`src/rtl/power_uart_pkg.sv`:
```
// power_uart_pkg
//   Shared definitions for the power-module UART responder: the UART FSM
//   state encoding used by both the receive and transmit paths, the default
//   bit timing for 50 MHz / 24000 baud, and the command/response frame lengths.
package power_uart_pkg;

  typedef enum logic [1:0] {
    ST_IDLE  = 2'd0,
    ST_START = 2'd1,
    ST_DATA  = 2'd2,
    ST_STOP  = 2'd3
  } uart_state_e;

  localparam int BPS_PARA_DEF   = 2082;   // bit period minus one
  localparam int BPS_PARA_2_DEF = 1041;   // mid-bit sample offset
  localparam int WAIT_TIME_DEF  = 22916;  // inter-byte gap limit (~11 bit times)

  localparam int CMD_BYTES = 4;
  localparam int RSP_BYTES = 5;

endpackage

```
`src/rtl/power_baud_cnt.sv`:
```
// power_baud_cnt
//   Bit-period counter. Counts 0..BPS_PARA while enabled and is held at zero
//   while disabled, so each enable burst starts a fresh bit period.
// Ports:
//   clk    in   system clock
//   rst_n  in   synchronous active-low reset
//   i_en   in   count enable (counter clears when low)
//   o_mid  out  mid-bit tick, count == BPS_PARA_2
//   o_end  out  end-of-bit tick, count == BPS_PARA
module power_baud_cnt #(
  parameter int BPS_PARA   = 2082,
  parameter int BPS_PARA_2 = 1041
) (
  input  logic clk,
  input  logic rst_n,
  input  logic i_en,
  output logic o_mid,
  output logic o_end
);

  localparam int            CW    = $clog2(BPS_PARA + 1);
  localparam logic [CW-1:0] L_END = CW'(BPS_PARA);
  localparam logic [CW-1:0] L_MID = CW'(BPS_PARA_2);
  localparam logic [CW-1:0] L_ONE = CW'(1);

  logic [CW-1:0] r_cnt;

  // Bit-period counter: wraps at the end of each bit, clears when disabled.
  always_ff @(posedge clk) begin
    if (!rst_n) begin
      r_cnt <= '0;
    end else if (!i_en) begin
      r_cnt <= '0;
    end else if (r_cnt == L_END) begin
      r_cnt <= '0;
    end else begin
      r_cnt <= r_cnt + L_ONE;
    end
  end

  assign o_mid = i_en & (r_cnt == L_MID);
  assign o_end = i_en & (r_cnt == L_END);

endmodule

```
`src/rtl/power_uart_resp.sv`:
```
// power_uart_resp
//   Power-module end of the power amplifier UART command link.
//   RX: deserialises 4-byte host command frames (first byte in [31:24]) into
//       cmd_data with a one-cycle cmd_vld pulse; a stop-bit error pulses
//       frame_err and drops the partial frame; an over-long inter-byte gap
//       silently drops the partial frame.
//   TX: serialises a 40-bit response ([39:32] first) as 5 back-to-back bytes.
//   RX and TX run independently (full duplex). 8N1, LSB first.
// Ports:
//   clk        in   50 MHz system clock
//   rst_n      in   synchronous active-low reset
//   rs232_rx   in   serial line from host (idle high)
//   rs232_tx   out  serial line to host (idle high)
//   cmd_data   out  last complete command word
//   cmd_vld    out  one-cycle pulse when cmd_data updates
//   rsp_en     in   send request, honoured only while idle
//   rsp_data   in   40-bit response word
//   rsp_busy   out  high while a response frame is on the line
//   frame_err  out  one-cycle pulse on a stop-bit error
module power_uart_resp
  import power_uart_pkg::*;
#(
  parameter int BPS_PARA   = BPS_PARA_DEF,
  parameter int BPS_PARA_2 = BPS_PARA_2_DEF,
  parameter int WAIT_TIME  = WAIT_TIME_DEF
) (
  input  logic        clk,
  input  logic        rst_n,
  input  logic        rs232_rx,
  output logic        rs232_tx,
  output logic [31:0] cmd_data,
  output logic        cmd_vld,
  input  logic        rsp_en,
  input  logic [39:0] rsp_data,
  output logic        rsp_busy,
  output logic        frame_err
);

  localparam int            GW     = $clog2(WAIT_TIME + 1);
  localparam logic [GW-1:0] L_WAIT = GW'(WAIT_TIME);
  localparam logic [GW-1:0] L_GONE = GW'(1);

  // ---------------------------------------------------------------- RX path
  logic        r_rx_s1, r_rx_s2, r_rx_s3;
  logic        w_rx_fall;
  uart_state_e r_rx_state, w_rx_state_nxt;
  logic        w_rx_mid, w_rx_end_unused;
  logic [2:0]  r_rx_bit;
  logic [7:0]  r_rx_byte;
  logic        w_byte_ok, w_stop_bad;
  logic [1:0]  r_rx_idx;
  logic [23:0] r_rx_shift;
  logic [GW-1:0] r_gap;

  // Two-flop synchroniser plus one history flop for edge detection.
  always_ff @(posedge clk) begin
    if (!rst_n) begin
      r_rx_s1 <= 1'b1;
      r_rx_s2 <= 1'b1;
      r_rx_s3 <= 1'b1;
    end else begin
      r_rx_s1 <= rs232_rx;
      r_rx_s2 <= r_rx_s1;
      r_rx_s3 <= r_rx_s2;
    end
  end

  assign w_rx_fall = r_rx_s3 & ~r_rx_s2;

  power_baud_cnt #(
    .BPS_PARA   (BPS_PARA),
    .BPS_PARA_2 (BPS_PARA_2)
  ) u_rx_baud (
    .clk   (clk),
    .rst_n (rst_n),
    .i_en  (r_rx_state != ST_IDLE),
    .o_mid (w_rx_mid),
    .o_end (w_rx_end_unused)
  );

  // RX state register.
  always_ff @(posedge clk) begin
    if (!rst_n) begin
      r_rx_state <= ST_IDLE;
    end else begin
      r_rx_state <= w_rx_state_nxt;
    end
  end

  // RX next state; the counter keeps running from START into DATA so every
  // mid tick lands in the middle of the following bit.
  always_comb begin
    w_rx_state_nxt = r_rx_state;
    w_byte_ok      = 1'b0;
    w_stop_bad     = 1'b0;
    case (r_rx_state)
      ST_IDLE: begin
        if (w_rx_fall) w_rx_state_nxt = ST_START;
        else           w_rx_state_nxt = ST_IDLE;
      end
      ST_START: begin
        // line back high at mid-start means a glitch: drop it quietly
        if (w_rx_mid) w_rx_state_nxt = r_rx_s2 ? ST_IDLE : ST_DATA;
        else          w_rx_state_nxt = ST_START;
      end
      ST_DATA: begin
        if (w_rx_mid && (r_rx_bit == 3'd7)) w_rx_state_nxt = ST_STOP;
        else                                w_rx_state_nxt = ST_DATA;
      end
      ST_STOP: begin
        if (w_rx_mid) begin
          w_rx_state_nxt = ST_IDLE;
          if (r_rx_s2) w_byte_ok  = 1'b1;
          else         w_stop_bad = 1'b1;
        end else begin
          w_rx_state_nxt = ST_STOP;
        end
      end
      default: w_rx_state_nxt = ST_IDLE;
    endcase
  end

  // RX bit counter and LSB-first data shifter.
  always_ff @(posedge clk) begin
    if (!rst_n) begin
      r_rx_bit  <= 3'd0;
      r_rx_byte <= 8'h00;
    end else if ((r_rx_state == ST_DATA) && w_rx_mid) begin
      r_rx_bit  <= r_rx_bit + 3'd1;
      r_rx_byte <= {r_rx_s2, r_rx_byte[7:1]};
    end else if (r_rx_state != ST_DATA) begin
      r_rx_bit  <= 3'd0;
      r_rx_byte <= r_rx_byte;
    end else begin
      r_rx_bit  <= r_rx_bit;
      r_rx_byte <= r_rx_byte;
    end
  end

  // Command frame assembly, stop-bit error reporting and inter-byte gap timer.
  // Only three bytes are buffered; the fourth goes straight into cmd_data.
  always_ff @(posedge clk) begin
    if (!rst_n) begin
      r_rx_idx   <= 2'd0;
      r_rx_shift <= 24'h000000;
      r_gap      <= '0;
      cmd_data   <= 32'h00000000;
      cmd_vld    <= 1'b0;
      frame_err  <= 1'b0;
    end else begin
      cmd_vld   <= 1'b0;
      frame_err <= w_stop_bad;
      if (w_byte_ok) begin
        r_gap <= '0;
        if (r_rx_idx == 2'(CMD_BYTES - 1)) begin
          cmd_data <= {r_rx_shift, r_rx_byte};
          cmd_vld  <= 1'b1;
          r_rx_idx <= 2'd0;
        end else begin
          r_rx_shift <= {r_rx_shift[15:0], r_rx_byte};
          r_rx_idx   <= r_rx_idx + 2'd1;
        end
      end else if (w_stop_bad) begin
        r_rx_idx <= 2'd0;
        r_gap    <= '0;
      end else if ((r_rx_idx != 2'd0) && (r_rx_state == ST_IDLE)) begin
        if (r_gap == L_WAIT) begin
          r_rx_idx <= 2'd0;
          r_gap    <= '0;
        end else begin
          r_gap <= r_gap + L_GONE;
        end
      end else if (r_rx_idx == 2'd0) begin
        r_gap <= '0;
      end else begin
        r_gap <= r_gap;
      end
    end
  end

  // ---------------------------------------------------------------- TX path
  uart_state_e r_tx_state, w_tx_state_nxt;
  logic        w_tx_mid_unused, w_tx_end;
  logic        w_tx_load, w_tx_next_byte;
  logic [39:0] r_tx_data;
  logic [7:0]  w_tx_cur;
  logic [2:0]  r_tx_idx;
  logic [2:0]  r_tx_bit;

  power_baud_cnt #(
    .BPS_PARA   (BPS_PARA),
    .BPS_PARA_2 (BPS_PARA_2)
  ) u_tx_baud (
    .clk   (clk),
    .rst_n (rst_n),
    .i_en  (r_tx_state != ST_IDLE),
    .o_mid (w_tx_mid_unused),
    .o_end (w_tx_end)
  );

  assign w_tx_cur = r_tx_data[39:32];

  // TX state register.
  always_ff @(posedge clk) begin
    if (!rst_n) begin
      r_tx_state <= ST_IDLE;
    end else begin
      r_tx_state <= w_tx_state_nxt;
    end
  end

  // TX next state; bytes follow each other with no idle gap.
  always_comb begin
    w_tx_state_nxt = r_tx_state;
    w_tx_load      = 1'b0;
    w_tx_next_byte = 1'b0;
    case (r_tx_state)
      ST_IDLE: begin
        if (rsp_en) begin
          w_tx_state_nxt = ST_START;
          w_tx_load      = 1'b1;
        end else begin
          w_tx_state_nxt = ST_IDLE;
        end
      end
      ST_START: begin
        if (w_tx_end) w_tx_state_nxt = ST_DATA;
        else          w_tx_state_nxt = ST_START;
      end
      ST_DATA: begin
        if (w_tx_end && (r_tx_bit == 3'd7)) w_tx_state_nxt = ST_STOP;
        else                                w_tx_state_nxt = ST_DATA;
      end
      ST_STOP: begin
        if (w_tx_end) begin
          if (r_tx_idx < 3'(RSP_BYTES - 1)) begin
            w_tx_state_nxt = ST_START;
            w_tx_next_byte = 1'b1;
          end else begin
            w_tx_state_nxt = ST_IDLE;
          end
        end else begin
          w_tx_state_nxt = ST_STOP;
        end
      end
      default: w_tx_state_nxt = ST_IDLE;
    endcase
  end

  // TX response latch, byte index and bit index. The response is captured
  // once on acceptance so later rsp_data changes cannot leak onto the line.
  always_ff @(posedge clk) begin
    if (!rst_n) begin
      r_tx_data <= 40'h0000000000;
      r_tx_idx  <= 3'd0;
      r_tx_bit  <= 3'd0;
    end else begin
      if (w_tx_load) begin
        r_tx_data <= rsp_data;
        r_tx_idx  <= 3'd0;
      end else if (w_tx_next_byte) begin
        r_tx_data <= {r_tx_data[31:0], 8'h00};
        r_tx_idx  <= r_tx_idx + 3'd1;
      end else begin
        r_tx_data <= r_tx_data;
        r_tx_idx  <= r_tx_idx;
      end
      if ((r_tx_state == ST_DATA) && w_tx_end) begin
        r_tx_bit <= r_tx_bit + 3'd1;
      end else if (r_tx_state != ST_DATA) begin
        r_tx_bit <= 3'd0;
      end else begin
        r_tx_bit <= r_tx_bit;
      end
    end
  end

  // Registered line driver and busy flag; both follow the state one edge
  // later, so the start bit and rsp_busy appear on the edge after acceptance.
  always_ff @(posedge clk) begin
    if (!rst_n) begin
      rs232_tx <= 1'b1;
      rsp_busy <= 1'b0;
    end else begin
      rsp_busy <= (r_tx_state != ST_IDLE);
      case (r_tx_state)
        ST_IDLE:  rs232_tx <= 1'b1;
        ST_START: rs232_tx <= 1'b0;
        ST_DATA:  rs232_tx <= w_tx_cur[r_tx_bit];
        ST_STOP:  rs232_tx <= 1'b1;
        default:  rs232_tx <= 1'b1;
      endcase
    end
  end

endmodule

```
`config.mk`:
```
export PLATFORM = sky130hd
export DESIGN_NAME = power_uart_resp
export DESIGN_NICKNAME = d
export VERILOG_FILES = /design/src/rtl/power_uart_pkg.sv /design/src/rtl/power_baud_cnt.sv /design/src/rtl/power_uart_resp.sv
export SDC_FILE = /design/constraint.sdc
export NUM_CORES = 1
export LEC_CHECK = 0
export ABC_AREA = 0
export CAP_MARGIN = 5
export CORE_MARGIN = 4
export CORE_UTILIZATION = 30
export DETAILED_ROUTE_END_ITERATION = 7
export GPL_TIMING_DRIVEN = 0
export PLACE_DENSITY = 0.59
export SETUP_SLACK_MARGIN = 0.15
export SYNTH_ARGS = -nofsm -noshare
export SYNTH_HDL_FRONTEND = slang
export SYNTH_HIERARCHICAL = 1
export SYNTH_SLANG_ARGS = --single-unit
```
`constraint.sdc`:
```
create_clock -name clk -period 5.05 [get_ports clk]
set_clock_uncertainty 0.1 [all_clocks]
set_input_delay 1.01 -clock clk [delete_from_list [all_inputs] [get_ports clk]]
set_output_delay 1.01 -clock clk [all_outputs]
set_load 0.02 [all_outputs]
```
==> impl_metrics.json <==
{
  "clock_transition_at_the_registers_of_the_reported_paths_ns": 0.07,
  "drt-pass1-iter-count": 5,
  "first_global_vias": 5672,
  "fmax_mhz": 373,
  "setup_viol": 0,
  "first_pass_grt_wire_length_mm": 28.4,
  "syn_area_per_cell_um2": 8.63,
  "fin_tns_setup_ns": 0,
  "port_buffers": 79,
  "grt_antenna_before_repair": 0,
  "cap_viol_max_count": 0,
  "dieWidth_um": 162,
  "worstReg2RegStart": "r_rx_state[0]$_SDFF_PN0_",
  "hold_path.startpoint": "r_rx_s1$_SDFF_PN1_",
  "worst_ep_required_time_ns": 5.24,
  "fp.dieArea_um2": 26100,
  "timing.final.max_slew_violations": 0,
  "vdd_ir_drop_max_mv": 0.238,
  "max_slew.worst_pin.slew_ns": 0.663,
  "reg_to_reg_end": "r_rx_shift[21]$_SDFFE_PN0P_",
  "worstHoldEndpoint": "r_rx_s2$_SDFF_PN1_",
  "leakagePower_nw": 3.20,
  "area.growth.synth_to_final_pct": 25.3,
  "synthesis.instances": 820,
  "worst_ep_arrival_time_ns": 2.88,
  "nets": 982,
  "crit_path_start_kind": "primary input",
  "detail_route.vias_per_cell": 4.84,
  "timing_worst_setup_path_type": "primary input to flop",
  "gpl.final_weighted_congestion": 0.795,
  "grt_start_max_net_pins": 17,
  "clock_tree.root_cell": "clkbuf_16",
  "hold_critical_path_depth": 1,
  "cts_max_level": 4,
  "grt-ovfl-total": 0,
  "worst_case_reg_to_reg_path_depth": 11,
  "post-dp-hpwl_mm": 12.1,
  "post_synth_instance_area_um2": 7080,
  "avgRoutedWirePerCell_um": 13.6,
  "timing.max_slew.rel_slack_pct": 55.8,
  "top_level_port_count": 80,
  "postCtsHoldBufs": 0,
  "ant_nets": 0,
  "cts_inserted_buffers": 17,
  "yosys_synthesis_warning_count": 6,
  "worst-r2r-setup-slack_ns": 2.39,
  "drive_above_1_share_pct": 6.98,
  "route.final.wire_length_mm": 16.9,
  "antenna_cells": 0,
  "layout_worst_path_cycle_share_pct": 53.1,
  "route.detailed.drc": 0,
  "hold_viol": 0,
  "fin_crit_ns": 2.68,
  "clk_latency_ns": 0.43,
  "core_utilization_of_the_finished_layout_pct": 38.7,
  "powerDensity_nw_per_um2": 318,
  "outcome": "finished, final reports clean",
  "grt_use_total_pct": 13.2,
  "syn_nets": 884,
  "crit_path_max_fanout": 10,
  "cts-root-to-sink-buffers": 2,
  "dr_total_vias": 6027,
  "core_area_um2": 22900,
  "detail_route.iter0.violations": 389,
  "initial_utilization_pct": 30.9,
  "cts_post_setup_buffers_inserted": 0,
  "cts_tree": "done",
  "die_y_um": 162,
  "kind_of_path_behind_the_tightest_hold_check": "flop to flop",
  "clkSinkCount": 165,
  "worstSetupEndpointType": "flop",
  "rows": 55,
  "grt_setup_unrepaired": "false",
  "cts_resized": 0
}
-- cell usage in the layout, fill, tap and decap left out, types with 4 or more instances in the layout --
cell and count:
clkinv_4 4, a21oi_1 79, o21ai_0 13, clkbuf_1 38, nand2b_1 5, xnor2_1 4
clkbuf_16 17, buf_2 12, and2_1 4, o211a_1 4, or3_1 10, ha_1 20
nor4bb_1 4, a211oi_1 41, nor3_1 13, a31oi_1 13, clkinvlp_4 4, nand4_1 10
or3_2 4, and4_1 6, dfxtp_1 165, mux2i_1 41, nor2_1 65, xor2_1 7
nand3_1 26, clkdlybuf4s50_1 79, inv_1 17, nand2_1 167
-- where the power goes --
group | internal, mW | switching, mW | total (mW)
clock | 0.782 | 0.553 | 1.34
combinational | 0.0645 | 0.0731 | 0.138
sequential | 1.33 | 0.0176 | 1.35
total | 2.18 | 0.643 | 2.82
-- per-layer routing --
layer	track usage, %	routed length (µm)
met1	18.3	8470
met2	20.4	7560
met3	3.19	712
met4	4.03	199
met5	0	0
-- worst max-delay path, cell delays in order --
cell and delay (ns):
clkdlybuf4s50_1 0.52, inv_1 0.21, clkbuf_1 0.44, clkbuf_1 0.57
nor2_1 0.12
-- how the worst max path moves through the flow --
| stage | startpoint | to | slack [ns] | depth (start not counted) |
|---|---|---|---|---|
| global route | r_rx_state[0]$_SDFF_PN0_ | r_rx_shift[19]$_SDFFE_PN0P_ | 2.08 | 10 |
| CTS | rst_n | cmd_vld$_SDFF_PN0_ | 2.31 | 5 |
| detailed placement | rst_n | cmd_vld$_SDFF_PN0_ | 1.89 | 5 |
| floorplan | r_rx_state[0]$_SDFF_PN0_ | r_rx_shift[15]$_SDFFE_PN0P_ | 2.87 | 11 |
| finish | rst_n | cmd_vld$_SDFF_PN0_ | 2.37 | 5 |
| global placement | rst_n | cmd_vld$_SDFF_PN0_ | 1.92 | 5 |
-- flip-flops by register name (all words and copies together) (netlist names), 2 cells and up --
register	count
u_rx_baud/r_cnt	12
r_gap	15
u_tx_baud/r_cnt	12
r_rx_shift	24
r_rx_bit	3
r_rx_state	2
r_tx_bit	3
cmd_data	32
r_rx_byte	8
r_rx_idx	2
r_tx_idx	3
r_tx_data	40
r_tx_state	2
-- cell type report --
class / count / area (µm²)
Tap cell: 313 / 392
Inverter: 17 / 63.8
Buffer: 50 / 203
Clock buffer: 18 / 429
Fill cell: 2332 / 14000
Clock inverter: 14 / 178
Sequential cell: 165 / 3300
Multi-Input combinational cell: 588 / 3510
Timing Repair Buffer: 79 / 791
-- metrics by stage --
| stage | setup slack, ns | power (mW) | hold WS, ns | cells | cell area [µm²] |
|---|---|---|---|---|---|
| after CTS | 2.31 | 2.85 | 0.315 | 1244 | 8870 |
| final | 2.37 | 2.82 | 0.313 | 1244 | 8870 |
| after detailed placement | 1.89 | 1.51 | 0.304 | 1212 | 8260 |
| after floorplan | 2.87 | 1.45 | 0.286 | 820 | 7080 |
| after global routing | 2.08 | 2.93 | 0.326 | 1244 | 8870 |
| after global placement | 1.92 | 1.51 | 0.296 | 1212 | 8260 |
(Power assumes the default switching activity.)
==> RTL change: new RTL, same flow settings <==
The 4 states of `uart_state_e` get a one-hot encoding in 4 bits.
--- a/src/rtl/power_uart_pkg.sv
+++ b/src/rtl/power_uart_pkg.sv
@@ -5,9 +5,9 @@
 package power_uart_pkg;
 
-  typedef enum logic [1:0] {
-    ST_IDLE  = 2'd0,
-    ST_START = 2'd1,
-    ST_DATA  = 2'd2,
-    ST_STOP  = 2'd3
+  typedef enum logic [3:0] {
+    ST_IDLE  = 4'b0001,
+    ST_START = 4'b0010,
+    ST_DATA  = 4'b0100,
+    ST_STOP  = 4'b1000
   } uart_state_e;
 
Formal check against the unedited RTL: no difference found for any inputs over 10 cycles, from zero or initial values and one cycle with rst_n low; not proved beyond that.
==> RTL change against the original RTL <==
Global-route usage down 0.28 points; utilization down 0.37 points; worst setup slack worse by 380 ps; sequential cell count up 4; synthesized area up 2.9%; wire length up 2.7%; total power up 3.1%; cell area up 2.4%; first-iteration DRC count down 29%.
==> RTL change: results (changes against the original RTL) <==
The flow ran to the end, and the final reports show no timing, DRC or antenna violations. The tools report the count of cells resized by post-cts repair as 0 (unchanged). The run gives 0.180 (-0.00352) as the met1 layer usage reported by global route. The switching share of power works out to 0.256 (+0.0281). The startpoint of the tightest hold check path is r_rx_s1$_SDFF_PN1_. The share of post-route cells with drive strength above 1 is 0.0741 (+0.00430). Overall routing resource usage: 0.129 (-0.00275). The tools report the first-pass iteration count of the detailed router as 5 (unchanged). The post-DP HPWL was 12500 µm (+3.0%).

The count of maximum capacitance violations was 0 (unchanged). In this design, the largest share of critical-path delay is due to buffers and inverters. For the number of buffers inserted by post-CTS setup repair, the log shows 0 (unchanged). The tools report the number of nets in the finished design as 976 (-0.61%). In this run the worst hold path is classified as flop to flop.

The maximum vdd ir drop is 0.000197 V (-17%), and the count of cells along the worst register-to-register path is 8 (-3). The tools report the maximum clock path buffer count as 2 (unchanged). The arrival time of the worst setup path was 3320 ps (+440 ps); the fraction of met3 tracks used by global routing was 0.0304 (-0.00153). The pin count of the biggest net entering global routing is 19 (+2), and the count of input and output buffers is 79 (unchanged). The largest registers in the layout are r_tx_data x40, cmd_data x32, r_rx_shift x24. The flip-flop count of the largest register, all copies and words added came out at 40 (unchanged).

The run gives 0 (unchanged) as the final count of hold timing violations. For the clock latency reported for the late side of the worst-skew pair, the log shows 430 ps (about the same). Measured slew at the worst slew-check pin: 862 ps (+199 ps).

Number of standard cells after synthesis: 820 (unchanged). The run gives 0 (unchanged) as the number of inserted diodes. Initial DRC count: 277 (-29%).

The endpoint of the worst hold-timing path is r_rx_s2$_SDFF_PN1_. The largest fanout on the critical path is 9 (-1), and the number of antenna violations at the first check in global routing is 0 (unchanged). The number of levels in the clock H-tree was 4 (unchanged). The tools report the count of warnings emitted by yosys as 6 (unchanged). The total nets after synthesis is 878 (-0.68%). Worst flop-to-flop path endpoint: r_gap[7]$_SDFFE_PP0P_. TritonCTS buffer count: 17 (unchanged). The root buffer selected by CTS is sky130_fd_sc_hd__clkbuf_16. On the critical path, the stage with the largest delay is an instance of sky130_fd_sc_hd__a21oi_1. The number of standard cells in the final layout excluding fillers was 1250 (+0.48%).

Wire length reported by the detailed router: 17400 µm (+2.7%). The clock slew seen by the registers of the worst setup and hold paths is 70 ps (about the same). The worst register-to-register path begins at r_rx_state[0]$_SDFF_PN1_. Via count: 6118 (+1.5%). The via count of the first global-routing pass was 5689 (+0.30%); the delay contributed by the slowest stage of the critical path was 750 ps (+180 ps).

The routing usage on met2 was 0.203 (-0.00112). The first-pass GRT wire length is 28500 µm (+0.39%). Instance count after placement with tap cells included: 1218 (+0.50%). The run gives 3.47 nW (+8.3%) as the static power due to leakage. The worst-case register-to-register setup slack was 2270 ps (-120 ps). The cell depth of the worst hold path came out at 1 (unchanged). The tools report the last weighted congestion value of the routability-driven placer as 0.824 (+3.6%).
-- RTL change: cell types whose count changed in the layout (fill, tap and decap cells not counted), sizes merged, moves of 5 or more --
cell and delta:
inv +5, a21oi -45, mux2i +19, a211oi -30, a31oi +29, ha -6, nor2 +19, nand2 -58
o21ai +33, nand3 +18, nor4 +7
-- RTL change: worst max path at each step --
| stage | depth (start not counted) | startpoint | to | slack [ps] |
|---|---|---|---|---|
| after floorplan | 8 | r_rx_state[0]$_SDFF_PN1_ | r_rx_state[3]$_SDFF_PN0_ | 2730 |
| after CTS | 5 | rst_n | r_gap[7]$_SDFFE_PP0P_ | 2000 |
| final | 5 | rst_n | r_gap[7]$_SDFFE_PP0P_ | 1990 |
| after global routing | 5 | rst_n | r_gap[7]$_SDFFE_PP0P_ | 1840 |
| after global placement | 5 | rst_n | r_gap[7]$_SDFFE_PP0P_ | 1570 |
| after detailed placement | 5 | rst_n | r_gap[7]$_SDFFE_PP0P_ | 1530 |
-- RTL change: power groups by stage --
stage / clock network [mW] / registers (mW) / logic (mW)
floorplan: 0 / 1.43 / 0.110
global placement: 0 / 1.43 / 0.183
detailed placement: 0 / 1.43 / 0.184
CTS: 1.35 / 1.40 / 0.185
global route: 1.41 / 1.41 / 0.204
finish: 1.32 / 1.40 / 0.183
-- RTL change: metrics by stage --
step | hold slack [ps] | cell area (µm²) | worst slack, ps
after floorplan | 286 | 7280 | 2730
after global routing | 331 | 9080 | 1840
after detailed placement | 296 | 8470 | 1530
final | 308 | 9080 | 1990
after CTS | 314 | 9080 | 2000
after global placement | 288 | 8470 | 1570
-- RTL change: layout make-up --
cell class	instances	area, µm²
flip-flops and latches	169	3380
plain buffers	53	226
clock buffers	17	425
multi-input cells	581	3610
repair buffers	79	791
clock inverters	15	179
well taps	319	399
fillers	2457	14600
inverters	17	63.8
-- RTL change: routing by layer --
layer  part of all wire  vias to the layer above  wire length (µm)
met2               0.45                      121              7840
met1               0.50                     2834              8660
met3              0.044                       15               759
met4             0.0082                        0               142
li1                   -                     3148                 -
met5                  0                        -                 0
-- RTL change: worst register-to-register path: cells and delay by family, from the launching register on --
| family | cells | cell delay (ps) |
|---|---|---|
| flops | 1 | 470 |
| compound gates | 2 | 890 |
| buf+inv | 2 | 340 |
| simple gates | 4 | 910 |
